==> src/rtl/shift_ctrl_pkg.sv <==
// shift_ctrl_pkg: opcodes, FSM states and the single-step shift/rotate function.
package shift_ctrl_pkg;
    localparam int PW = 32;
    localparam int PI = $clog2(PW);
    typedef enum logic [2:0] {OP_LOAD, OP_SHR, OP_SHL, OP_ROR, OP_ROL, OP_CLEAR, OP_RSV6, OP_RSV7} op_e;
    typedef enum logic {IDLE, RUN} state_e;
    function automatic logic [PW-1:0] next_pattern(input op_e op, input logic [PW-1:0] p,
                                                   input logic sin, input logic [PI-1:0] msb);
        logic [PW-1:0] r;
        r = (op == OP_SHR || op == OP_ROR) ? p >> 1 : (op == OP_SHL || op == OP_ROL) ? p << 1 : p;
        if (op == OP_SHR) r[msb] = sin;
        if (op == OP_ROR) r[msb] = p[0];
        if (op == OP_SHL) r[0] = sin;
        if (op == OP_ROL) r[0] = p[msb];
        return r;
    endfunction
endpackage

==> src/rtl/step_prescaler.sv <==
// step_prescaler: emits one tick every DIV enabled cycles; clear restarts the count.
module step_prescaler #(
    parameter int DIV = 4
) (
    input  logic clk,
    input  logic reset_n,
    input  logic clear,
    input  logic en,
    output logic tick
);
    localparam int CW = (DIV > 1) ? $clog2(DIV) : 1;
    logic [CW-1:0] cnt_q, cnt_d;
    assign tick = en && (cnt_q == CW'(DIV - 1));
    always_comb cnt_d = (clear || tick) ? '0 : en ? cnt_q + 1'b1 : cnt_q;
    always_ff @(posedge clk) begin
        if (!reset_n) cnt_q <= '0;
        else cnt_q <= cnt_d;
    end
endmodule

==> src/rtl/shift_pattern_controller.sv <==
// shift_pattern_controller: command-driven load/clear/shift/rotate sequencer for a W-bit pattern.
module shift_pattern_controller
    import shift_ctrl_pkg::*;
#(
    parameter int W   = 4,
    parameter int DIV = 2**23,
    parameter int SW  = 8
) (
    input  logic          clk,
    input  logic          reset_n,
    input  logic          cmd_valid,
    output logic          cmd_ready,
    input  logic [2:0]    cmd_op,
    input  logic [SW-1:0] cmd_steps,
    input  logic [W-1:0]  cmd_data,
    input  logic          serial_in,
    input  logic          abort,
    output logic [W-1:0]  pattern,
    output logic          busy,
    output logic          done
);
    state_e        state_q, state_d;
    op_e           op_q, op_d;
    logic [W-1:0]  pattern_q, pattern_d, stepped;
    logic [SW-1:0] remaining_q, remaining_d;
    logic          done_q, done_d, tick, start;
    op_e           cop;
    assign cop       = op_e'(cmd_op);
    assign cmd_ready = (state_q == IDLE);
    assign busy      = (state_q == RUN);
    assign pattern   = pattern_q;
    assign done      = done_q;
    assign start     = cmd_valid && cmd_ready && (cop inside {OP_SHR, OP_SHL, OP_ROR, OP_ROL});
    assign stepped   = W'(next_pattern(op_q, PW'(pattern_q), serial_in, PI'(W - 1)));
    step_prescaler #(.DIV(DIV)) u_presc (
        .clk(clk), .reset_n(reset_n), .clear(start), .en(busy), .tick(tick)
    );
    always_comb begin
        state_d     = state_q;
        op_d        = op_q;
        pattern_d   = pattern_q;
        remaining_d = remaining_q;
        done_d      = 1'b0;
        if (state_q == IDLE) begin
            if (start) begin
                state_d     = RUN;
                op_d        = cop;
                remaining_d = cmd_steps;
            end else if (cmd_valid) begin
                done_d    = 1'b1;
                pattern_d = (cop == OP_LOAD) ? cmd_data : (cop == OP_CLEAR) ? '0 : pattern_q;
            end
        end else if (abort) begin
            state_d = IDLE;
        end else if (tick) begin
            pattern_d = stepped;
            if (remaining_q == SW'(1)) begin
                state_d = IDLE;
                done_d  = 1'b1;
            end else if (remaining_q != '0) begin
                remaining_d = remaining_q - 1'b1;
            end
        end
    end
    always_ff @(posedge clk) begin
        if (!reset_n) begin
            state_q     <= IDLE;
            op_q        <= OP_LOAD;
            pattern_q   <= '0;
            remaining_q <= '0;
            done_q      <= 1'b0;
        end else begin
            state_q     <= state_d;
            op_q        <= op_d;
            pattern_q   <= pattern_d;
            remaining_q <= remaining_d;
            done_q      <= done_d;
        end
    end
endmodule

==> config.mk <==
export PLATFORM = sky130hd
export DESIGN_NAME = shift_pattern_controller
export DESIGN_NICKNAME = d
export VERILOG_FILES = /design/src/rtl/shift_ctrl_pkg.sv /design/src/rtl/step_prescaler.sv /design/src/rtl/shift_pattern_controller.sv
export SDC_FILE = /design/constraint.sdc
export NUM_CORES = 1
export LEC_CHECK = 0
export ABC_CLOCK_PERIOD_IN_PS = 2160
export CAP_MARGIN = 20
export CORE_UTILIZATION = 55
export DETAILED_ROUTE_END_ITERATION = 16
export DONT_BUFFER_PORTS = 1
export GPL_TIMING_DRIVEN = 1
export PLACE_DENSITY_LB_ADDON = 0.08
export SLEW_MARGIN = 10
export SYNTH_ARGS = -nofsm -noshare
export SYNTH_HDL_FRONTEND = slang
export SYNTH_SLANG_ARGS = --single-unit
==> constraint.sdc <==
create_clock -name clk -period 2.16 [get_ports clk]
set_input_delay 0.324 -clock clk [delete_from_list [all_inputs] [get_ports clk]]
set_output_delay 0.324 -clock clk [all_outputs]
set_load 0.1 [all_outputs]
==> impl_table.tex <==
\begin{tabular}{lr}
\hline
Metric & Value \\
\hline
\multicolumn{2}{l}{\textbf{Worst hold path}} \\
Hold crit path type & input pin to register \\
\multicolumn{2}{l}{\textbf{Clock tree}} \\
CTS tree & done \\
Cell at the root of the clock tree & sky130\_fd\_sc\_hd\_\_clkbuf\_8 \\
Number of buffers added to fix hold violations after cts & 0 \\
Clock latency at the later pin of the worst-skew pair & 290 ps \\
Number of CTS-inserted buffers & 5 \\
Post-CTS Setup Repair Bufs & 0 \\
Maximum level of the CTS H-tree & 2 \\
Deepest clock path buffer count & 2 \\
Clock net sink count & 40 \\
Clock-pin slew reported for the worst setup and hold paths after clock tree synthesis & 80 ps \\
\multicolumn{2}{l}{\textbf{Yosys}} \\
Number of synthesized flops with an enable pin & 0 \\
Syn Inst Count & 255 \\
Proportion of synthesized chip area in sequential cells & 0.379 \\
Most area-consuming cells after synthesis & sky130\_fd\_sc\_hd\_\_dfxtp\_1 38\%, sky130\_fd\_sc\_hd\_\_nor2\_1 7.1\%, sky130\_fd\_sc\_hd\_\_xor2\_1 5.4\% \\
Net count after synthesis & 279 \\
Post-synth top area cell & sky130\_fd\_sc\_hd\_\_dfxtp\_1 \\
Count of state elements after synthesis & 40 \\
Share of synthesized registers carrying an async set or reset & 0 \\
Synthesized area & 2110 sq um \\
Post-synth cell types & 47 \\
Share of the synthesized area in the top cell type & 0.379 \\
Most common flop cell mapped by yosys & sky130\_fd\_sc\_hd\_\_dfxtp\_1 \\
Number of warnings printed during yosys synthesis & 0 \\
Per-instance average area after synthesis & 8.28 sq um \\
\multicolumn{2}{l}{\textbf{GRT}} \\
Antenna violations before repair & 0 \\
Global-route usage over all layers & 0.241 \\
Pin count of the biggest net entering global routing & 24 \\
First-pass GRT wire length & 7640 um \\
Total congestion overflow & 0 \\
Via count of the first global-routing pass & 1,748 \\
\multicolumn{2}{l}{\textbf{Route}} \\
Number of vias after detailed routing & 1,868 \\
Routed Antenna Nets & 0 \\
Mean number of vias per cell & 5.95 \\
Post-detailed-route DRC marker count & 0 \\
Number of violations reported at the end of detailed-routing iteration 0 & 67 \\
First drt pass iteration count & 4 \\
Final WL & 4450 um \\
Wire per inst & 14.2 um \\
\multicolumn{2}{l}{\textbf{STA}} \\
Fin. max-slew vios & 0 \\
Highest Clock Rate & 489 MHz \\
Unrepaired setup endpoints after global routing & false \\
Number of failing hold endpoints at the final stage & 0 \\
Worst slew slack as a fraction of its limit & 0.530 \\
Setup TNS & 0 ps \\
Fraction of the cycle the final worst path needs & 0.946 \\
Final setup fails & 0 \\
Worst Max-Slew Pin Slew & 698 ps \\
Max Clock Skew & 2.99 ps \\
Period minus WS final & 2040 ps \\
\multicolumn{2}{l}{\textbf{Final layout}} \\
Ratio of cells with drive above 1 in the final layout & 0.113 \\
Commonest non-fill, non-tap cell in the layout & sky130\_fd\_sc\_hd\_\_nor2\_1 \\
Post-route standard cell area excluding fillers & 2340 sq um \\
Filler cell count in the final layout & 348 \\
Fin nets & 289 \\
Layout area overhead & 10.9\% \\
Commonest non-fill, non-tap cells in the layout & 40 x sky130\_fd\_sc\_hd\_\_nor2\_1, 38 x sky130\_fd\_sc\_hd\_\_dfxtp\_1, 19 x sky130\_fd\_sc\_hd\_\_nand2\_1, 13 x sky130\_fd\_sc\_hd\_\_xor2\_1, 12 x sky130\_fd\_sc\_hd\_\_buf\_4 \\
N\_diodes & 0 \\
\multicolumn{2}{l}{\textbf{Place}} \\
Post-place instance area & 2220 sq um \\
Hpwl dp & 3120 um \\
Buffers on Ports & 0 \\
RePlAce Congestion & 0.823 \\
\multicolumn{2}{l}{\textbf{Power}} \\
Total power & 1.64 mW \\
Switch share & 0.277 \\
Power per standard cell area & 702 nW/um\^{}2 \\
Clock network fraction of total power & 0.387 \\
Sequential cell fraction of total power & 0.476 \\
Comb power frac & 0.137 \\
Int Pwr & 1.19 mW \\
Static power due to leakage & 0.877 nW \\
Net switching power & 0.456 mW \\
Worst IR Drop VDD & 664 uV \\
\multicolumn{2}{l}{\textbf{Die}} \\
Die width & 64.0 um \\
Floorplan row count & 22 \\
Initial standard-cell utilization of the core & 0.577 \\
Die span in y & 64.0 um \\
Die area & 4090 sq um \\
I/O pin count & 27 \\
Core footprint & 3660 sq um \\
\multicolumn{2}{l}{\textbf{Worst setup path}} \\
Required arrival time at the worst endpoint & 2360 ps \\
Highest fanout seen on the critical path & 5 \\
Library cell contributing the largest single delay on the critical path & sky130\_fd\_sc\_hd\_\_or3b\_1 \\
Delay of the slowest cell on the worst path & 380 ps \\
Crit path capture type & register \\
Critical path, cell by cell & inv\_2 -> ha\_1 -> or3b\_1 -> or3\_1 -> a32o\_1 -> a32o\_1 -> a31o\_1 \\
Category of the worst setup path launch point & register \\
Worst Path Arrival & 2240 ps \\
Critical setup path kind & register to register \\
Largest delay share family, worst path & simple AND/OR/NAND/NOR gates \\
Most common cell on crit path & sky130\_fd\_sc\_hd\_\_a32o\_1 \\
Crit path buf inv count & 1 \\
\multicolumn{2}{l}{\textbf{Job}} \\
Number of max-cap violations & 0 \\
\multicolumn{2}{l}{\textbf{Status}} \\
Result of the run & complete, no violations \\
\hline
\end{tabular}
==> stage by stage <==
stage | hold slack (ps) | std cells | utilization | setup slack [ps]
after floorplan | 456 | 255 | - | 43.6
after global placement | 451 | 306 | 0.608 | 115
after detailed placement | 448 | 306 | 0.608 | 87.7
after CTS | 138 | 314 | 0.639 | 71.4
after global routing | 130 | 314 | 0.639 | 17.0
final | 147 | 314 | 0.639 | 117
==> cell type report <==
cell class,count,area (sq um),area share
clock buffers,5,68.8,0.0294
clock inverters,3,46.3,0.0198
inverters,8,31.3,0.0134
multi-input cells,198,1240,0.530
flip-flops and latches,40,803,0.343
well taps,48,60.1,0.0257
repair buffers,12,90.1,0.0385
==> layer usage <==
metal	vias up	GRT usage	wire (um)
met4	0	0.0909	36
li1	939	-	-
met1	878	0.321	2200
met2	47	0.364	1960
met3	4	0.0732	253
met5	-	0	0
==> power by group through the flow <==
stage	Sequential [mW]	Combinational, mW	Clock (mW)
after CTS	0.780	0.225	0.645
after global placement	0.798	0.222	0
final	0.782	0.226	0.636
after floorplan	0.825	0.153	0
after global routing	0.786	0.247	0.689
after detailed placement	0.798	0.224	0
==> synthesized netlist by cell type (all sizes together), types with 3 or more instances <==
| cell | instances |
|---|---|
| a21oi | 6 |
| a31oi | 3 |
| a32o | 3 |
| and3 | 6 |
| and4 | 4 |
| buf | 4 |
| clkbuf | 5 |
| dfxtp | 40 |
| ha | 4 |
| inv | 6 |
| mux2i | 7 |
| nand2 | 19 |
| nand3 | 9 |
| nand4 | 10 |
| nor2 | 40 |
| nor3 | 11 |
| o211a | 3 |
| o211ai | 4 |
| o21a | 3 |
| o21ai | 13 |
| xnor2 | 10 |
| xor2 | 13 |
==> flip-flops by register name (all words and copies together) (netlist names) <==
signal	cells
busy	1
done	1
op_q	3
pattern	4
remaining_q	8
u_presc.cnt_q	23
==> worst paths after layout <==
kind                   from             end  slack [ps]  cells after the start
min                 reset_n            done         150                      1
min reg2reg  remaining_q[7]  remaining_q[7]         490                      2
max          remaining_q[0]  remaining_q[6]         120                      7
max reg2reg  remaining_q[0]  remaining_q[6]         120                      7
==> cells by family after synthesis <==
| logic type | count (synthesis) | share of synthesized area |
|---|---|---|
| and+or+nand+nor | 115 | 0.271 |
| AOI/OAI and AO/OA | 49 | 0.164 |
| DFF | 40 | 0.379 |
| xor gates and xnor gates | 23 | 0.0954 |
| buffers and inverters | 17 | 0.0326 |
| muxes | 7 | 0.0332 |
| adders and majority gates | 4 | 0.0237 |
==> repair_timing <==
action,in CTS,in global routing
gates resized for setup,0,4
setup endpoints to repair,0,3
hold endpoints to repair,0,0
No activity file was read; power rests on OpenSTA's default activity.
